`src/rtl/defs_pkg.sv`:
```
// Shared LSU definitions: op encodings, access sizes, FSM state type and alignment helper.
package defs_pkg;

   localparam int unsigned LsuOpWidth = 4;

   // op[3] = store, op[2] = zero-extend load, op[1:0] = log2 of access size in bytes
   localparam logic [LsuOpWidth-1:0] OpLb  = 4'b0000;
   localparam logic [LsuOpWidth-1:0] OpLh  = 4'b0001;
   localparam logic [LsuOpWidth-1:0] OpLw  = 4'b0010;
   localparam logic [LsuOpWidth-1:0] OpLbu = 4'b0100;
   localparam logic [LsuOpWidth-1:0] OpLhu = 4'b0101;
   localparam logic [LsuOpWidth-1:0] OpSb  = 4'b1000;
   localparam logic [LsuOpWidth-1:0] OpSh  = 4'b1001;
   localparam logic [LsuOpWidth-1:0] OpSw  = 4'b1010;

   localparam int unsigned OpStoreBit = 3;
   localparam int unsigned OpUnsBit   = 2;

   localparam logic [1:0] SzByte = 2'b00;
   localparam logic [1:0] SzHalf = 2'b01;
   localparam logic [1:0] SzWord = 2'b10;

   typedef enum logic [1:0] {
      StIdle,
      StReq,
      StWait
   } lsu_state_e;

   function automatic logic lsu_misaligned(input logic [1:0] size, input logic [1:0] addr);
      logic mis;
      case (size)
         SzByte:  mis = 1'b0;
         SzHalf:  mis = addr[0];
         default: mis = (addr != 2'b00);
      endcase
      return mis;
   endfunction

endpackage

```
`src/rtl/lsu_align.sv`:
```
// Byte-lane steering for stores and lane extraction with sign/zero extension for loads.
module lsu_align
   import defs_pkg::*;
(
   input  logic [1:0]  size_i,
   input  logic        uns_i,
   input  logic [1:0]  addr_i,
   input  logic [31:0] store_data_i,
   input  logic [31:0] rdata_i,
   output logic [3:0]  be_o,
   output logic [31:0] wdata_o,
   output logic [31:0] load_data_o
);

   logic [7:0]  rd_byte;
   logic [15:0] rd_half;

   assign rd_byte = rdata_i[{addr_i, 3'b000} +: 8];
   assign rd_half = rdata_i[{addr_i[1], 4'b0000} +: 16];

   always_comb begin
      be_o        = 4'b1111;
      wdata_o     = store_data_i;
      load_data_o = rdata_i;
      unique case (size_i)
         SzByte: begin
            be_o        = 4'b0001 << addr_i;
            wdata_o     = {4{store_data_i[7:0]}};
            load_data_o = {{24{rd_byte[7] & ~uns_i}}, rd_byte};
         end
         SzHalf: begin
            be_o        = 4'b0011 << {addr_i[1], 1'b0};
            wdata_o     = {2{store_data_i[15:0]}};
            load_data_o = {{16{rd_half[15] & ~uns_i}}, rd_half};
         end
         default: ;
      endcase
   end

endmodule

```
`src/rtl/lsu_mem.sv`:
```
// Memory-stage load/store unit: one outstanding data-memory access, stalls upstream meanwhile.
module lsu_mem
   import defs_pkg::*;
(
   input  logic                  clk,
   input  logic                  rst,
   input  logic                  lsu_m,
   input  logic [LsuOpWidth-1:0] lsu_op_m,
   input  logic [31:0]           alu_res_m,
   input  logic [31:0]           store_data_m,
   input  logic [4:0]            rd_addr_m,
   input  logic                  rd_en_m,
   output logic                  dmem_req_valid,
   input  logic                  dmem_req_ready,
   output logic [31:0]           dmem_addr,
   output logic                  dmem_we,
   output logic [3:0]            dmem_be,
   output logic [31:0]           dmem_wdata,
   input  logic                  dmem_rsp_valid,
   input  logic [31:0]           dmem_rdata,
   output logic                  stall_m,
   output logic                  rd_en_w,
   output logic [4:0]            rd_addr_w,
   output logic [31:0]           rd_data_w,
   output logic                  misaligned_w
);

   lsu_state_e            state_q, state_d;
   logic [LsuOpWidth-1:0] op_q;
   logic [31:0]           addr_q, sdata_q;
   logic [4:0]            rd_addr_q;
   logic                  rd_en_q;
   logic                  capture;

   logic                  rd_en_w_d, misaligned_w_d;
   logic [4:0]            rd_addr_w_d;
   logic [31:0]           rd_data_w_d;
   logic [31:0]           load_data;

   lsu_align u_align (
      .size_i      (op_q[1:0]),
      .uns_i       (op_q[OpUnsBit]),
      .addr_i      (addr_q[1:0]),
      .store_data_i(sdata_q),
      .rdata_i     (dmem_rdata),
      .be_o        (dmem_be),
      .wdata_o     (dmem_wdata),
      .load_data_o (load_data)
   );

   assign dmem_addr = {addr_q[31:2], 2'b00};
   assign dmem_we   = op_q[OpStoreBit];

   always_comb begin
      state_d        = state_q;
      capture        = 1'b0;
      stall_m        = 1'b0;
      dmem_req_valid = 1'b0;
      rd_en_w_d      = 1'b0;
      rd_addr_w_d    = rd_addr_w;
      rd_data_w_d    = rd_data_w;
      misaligned_w_d = 1'b0;
      unique case (state_q)
         StIdle: begin
            if (!lsu_m) begin
               rd_data_w_d = alu_res_m;
               rd_addr_w_d = rd_addr_m;
               rd_en_w_d   = rd_en_m && (rd_addr_m != 5'd0);
            end else if (lsu_misaligned(lsu_op_m[1:0], alu_res_m[1:0])) begin
               misaligned_w_d = 1'b1;
            end else begin
               capture = 1'b1;
               stall_m = 1'b1;
               state_d = StReq;
            end
         end
         StReq: begin
            dmem_req_valid = 1'b1;
            // A store retires on the handshake; a load still waits for its response.
            if (dmem_req_ready && op_q[OpStoreBit]) begin
               state_d = StIdle;
            end else begin
               stall_m = 1'b1;
               if (dmem_req_ready) state_d = StWait;
            end
         end
         StWait: begin
            if (dmem_rsp_valid) begin
               rd_data_w_d = load_data;
               rd_addr_w_d = rd_addr_q;
               rd_en_w_d   = rd_en_q && (rd_addr_q != 5'd0);
               state_d     = StIdle;
            end else begin
               stall_m = 1'b1;
            end
         end
         default: state_d = StIdle;
      endcase
   end

   always_ff @(posedge clk) begin
      if (rst) begin
         state_q      <= StIdle;
         op_q         <= '0;
         addr_q       <= '0;
         sdata_q      <= '0;
         rd_addr_q    <= '0;
         rd_en_q      <= 1'b0;
         rd_en_w      <= 1'b0;
         rd_addr_w    <= '0;
         rd_data_w    <= '0;
         misaligned_w <= 1'b0;
      end else begin
         state_q      <= state_d;
         rd_en_w      <= rd_en_w_d;
         rd_addr_w    <= rd_addr_w_d;
         rd_data_w    <= rd_data_w_d;
         misaligned_w <= misaligned_w_d;
         if (capture) begin
            op_q      <= lsu_op_m;
            addr_q    <= alu_res_m;
            sdata_q   <= store_data_m;
            rd_addr_q <= rd_addr_m;
            rd_en_q   <= rd_en_m;
         end
      end
   end

endmodule

```
`config.mk`:
```
export PLATFORM = sky130hd
export DESIGN_NAME = lsu_mem
export DESIGN_NICKNAME = d
export VERILOG_FILES = /design/src/rtl/defs_pkg.sv /design/src/rtl/lsu_align.sv /design/src/rtl/lsu_mem.sv
export SDC_FILE = /design/constraint.sdc
export NUM_CORES = 1
export LEC_CHECK = 0
export ABC_CLOCK_PERIOD_IN_PS = 2900
export BUFFER_PORTS_ARGS = -buffer_cell sky130_fd_sc_hd__clkbuf_2
export CAP_MARGIN = 20
export CORE_UTILIZATION = 46
export CTS_CLUSTER_SIZE = 25
export DETAILED_ROUTE_END_ITERATION = 16
export GPL_ROUTABILITY_DRIVEN = 0
export PLACE_DENSITY = 0.76
export SLEW_MARGIN = 20
export SYNTH_ARGS = -nofsm -noshare
export SYNTH_HDL_FRONTEND = slang
export SYNTH_SLANG_ARGS = --single-unit
export TNS_END_PERCENT = 50
```
`constraint.sdc`:
```
create_clock -name clk -period 2.9 [get_ports clk]
set_input_delay 0.29 -clock clk [delete_from_list [all_inputs] [get_ports clk]]
set_output_delay 0.29 -clock clk [all_outputs]
set_load 0.005 [all_outputs]
```
==> flow_metrics.env <==
export IMPL_worst_path_stages=4
export IMPL_die_w_um=114
export IMPL_h_tree_depth=4
export IMPL_initial_core_util_pct=47.5
export IMPL_multiInputGateArea_sq_mm=0.00290
export IMPL_async_flop_share_pct=0
export IMPL_hold_path_depth=3
export IMPL_n_fill_cell=1185
export IMPL_power_leakage_uw=0.00308
export IMPL_pin_count=221
export IMPL_status="finished clean"
export IMPL_final_hold_violation_count=0
export IMPL_fin_nets=1004
export IMPL_power_density_mw_per_mm2=615
export IMPL_drc_errors=0
export IMPL_ir_drop_v=0.000322
export IMPL_post_cts_buffers=0
export IMPL_drive_gt1_share_pct=32.6
export IMPL_clk_latency_ns=0.41
export IMPL_num_rows=40
export IMPL_gr_usage_all_layers_pct=26.8
export IMPL_crit_required_ns=2.61
export IMPL_cts_clk_slew_worst_paths_ns=0.05
export IMPL_hp_start="lsu_op_m[2]"
export IMPL_port_buffers=218
export IMPL_syn_cell_area_sq_mm=0.00576
export IMPL_synthTopCellsByArea="dfxtp_1, nand2_1, a21oi_1, buf_4, a221o_1"
export IMPL_end_kind="output pin"
export IMPL_rsz0062_at_grt="no"
export IMPL_grt_overflow=0
export IMPL_yosysSeqAreaShare_pct=40.0
export IMPL_min_period_over_period_pct=81.9
export IMPL_cts_tree="done"
export IMPL_cp_slowest_cell="a2111o_2"
export IMPL_post_place_cells=1042
export IMPL_die_area_sq_mm=0.0130
export IMPL_core_sq_mm=0.0121
export IMPL_drt_iter0_drc=488
export IMPL_hold_end="op_q[2]"
export IMPL_avgSynthCellArea_sq_um=7.79
export IMPL_yosysTopAreaCell="dfxtp_1"
export IMPL_antenna_cells=0
export IMPL_cts_resized=0
export IMPL_vias=5832
export IMPL_wl_per_cell_um=16.2
export IMPL_seq_area_sq_mm=0.00230
export IMPL_worstMarginPinSlew_ns=1.00
export IMPL_synth_flop_cell="dfxtp_1"
export IMPL_path_cells="nand2b_1 -> a2111o_2 -> nand2_1 -> clkbuf_2"
export IMPL_grt_pass1_wl_mm=26.9
export IMPL_crit_family="compound AO/OA/AOI/OAI gates"
export IMPL_ys_warn_count=0
export IMPL_r2r_start="state_q[0]"
export IMPL_setup_viol=0
export IMPL_clock_path_buffers=2
export IMPL_critPathLaunchType="flop"
export IMPL_r2r_cells=5
export IMPL_dr_pass1_iters=5
export IMPL_crit_buf_inv=1
export IMPL_maxCapViolCount=0
export IMPL_drv_slew=0
export IMPL_vias_per_cell=5.44
export IMPL_antenna_found_initial=0
export IMPL_grt_max_degree=93
export IMPL_routed_wl_mm=17.4
export IMPL_maxSlewHeadroom_pct=33.2
export IMPL_syn_inst=739
export IMPL_clock_fmax_mhz=421
export IMPL_cp_max_fo=35
export IMPL_layout_commonest_cell="clkbuf_2"
export IMPL_hpwl_mm=12.4
export IMPL_dieHeight_um=114
export IMPL_synth_seq_cells=115
export IMPL_critPathKind="reg -> out"
export IMPL_cpPeakStageDelay_ns=0.74
export IMPL_fin_skew_ns=0.00818
export IMPL_postCtsHoldBufs=0
export IMPL_synth_cell_types=44
export IMPL_cts_made_buffers=17
export IMPL_critPathLaunch="state_q[1]"
export IMPL_clockRootBuffer="clkbuf_16"
export IMPL_timing_setup_tns_ns=0
export IMPL_rrSetupSlack_ns=0.80
export IMPL_area_growth_synth_to_final_pct=24.9
export IMPL_finalCriticalPeriod_ns=2.37
export IMPL_drtAntennaViolNets=0
export IMPL_synth_top_area_share_pct=40.0
export IMPL_rr_endpoint="rd_data_w[28]"
export IMPL_synth_edf_count=0
export IMPL_holdCritPathClass="in -> reg"
export IMPL_mostFrequentLayoutCells="clkbuf_2, nand2_1, dfxtp_1, a21oi_1, nor2_1"
export IMPL_numClockSinks=115
export IMPL_critPathArrivalTime_ns=2.08
export IMPL_grt_pass1_vias=5248
export IMPL_layoutNonFillerInstCount=1073
## worst min-delay path, delay by kind of cell
| kind | cells | cell delay (ns) |
|---|---|---|
| buffers and inverters | 1 | 0.08 |
| AO/OA/AOI/OAI | 1 | 0.05 |
| AND/OR/NAND/NOR | 1 | 0.04 |
## how the worst max path moves through the flow
stage                         end
floorplan           rd_data_w[16]
global placement      sdata_q[16]
detailed placement    sdata_q[20]
CTS                       stall_m
global route              stall_m
finish                    stall_m
## state kept, by name (all words and copies together), names as in the netlist
register	count
state_q	2
rd_en_w	1
sdata_q	32
misaligned_w	1
rd_en_q	1
op_q	4
rd_addr_q	5
addr_q	32
rd_addr_w	5
rd_data_w	32
## Yosys cell counts (2+ instances only)
cell type	n
dfxtp_1	115
a21oi_1	95
clkbuf_1	37
a22o_1	8
a311oi_1	7
nor2_1	60
buf_4	40
nor3_2	16
buf_1	3
o21ai_0	17
nor3_1	4
a211oi_1	5
buf_6	4
a221o_1	23
buf_2	14
nor2b_1	5
or4_1	2
mux2i_1	17
mux2_2	16
o211ai_1	8
nand2_1	198
or3_1	3
o22ai_1	8
nand2b_1	5
a22oi_1	7
inv_1	4
## per-layer routing
| layer | global-route usage (%) | routed length (um) |
|---|---|---|
| met2 | 42.0 | 8010 |
| met4 | 14.0 | 629 |
| met1 | 33.6 | 7250 |
| met3 | 7.39 | 1540 |
| met5 | 0 | 0 |
## through the flow
stage	instance area (sq um)	setup slack, ns	total power (uW)	utilization [%]	hold slack (ns)
2_1_floorplan	5760	1.12	2180	-	0.426
6_report	7190	0.525	4420	59.4	0.0957
4_1_cts	7190	0.513	4450	59.4	0.0802
3_3_place_gp	6630	0.800	2430	54.7	0.440
3_5_place_dp	6630	0.766	2430	54.7	0.446
5_1_grt	7190	0.442	4610	59.4	0.0965
## final cells by class
class | count | area share [%]
clock buffer | 26 | 6.80
clock inverter | 5 | 1.04
sequential | 115 | 32.0
inverter | 5 | 0.261
tap | 168 | 2.92
multi-input combinational | 522 | 40.3
timing repair buffer | 232 | 16.6
## logic make-up after synthesis
| group | Yosys count | synth area share, % |
|---|---|---|
| buffers and inverters | 103 | 10.1 |
| other | 1 | 0.0651 |
| and+or+nand+nor | 297 | 22.1 |
| muxes | 34 | 6.48 |
| AOI/OAI and AO/OA | 189 | 21.2 |
| DFF | 115 | 40.0 |
## power breakdown
| group | internal, uW | switching, uW |
|---|---|---|
| combinational | 277 | 371 |
| sequential | 1690 | 70.9 |
| clock | 1320 | 691 |
Power figures use the tool's default switching activity.
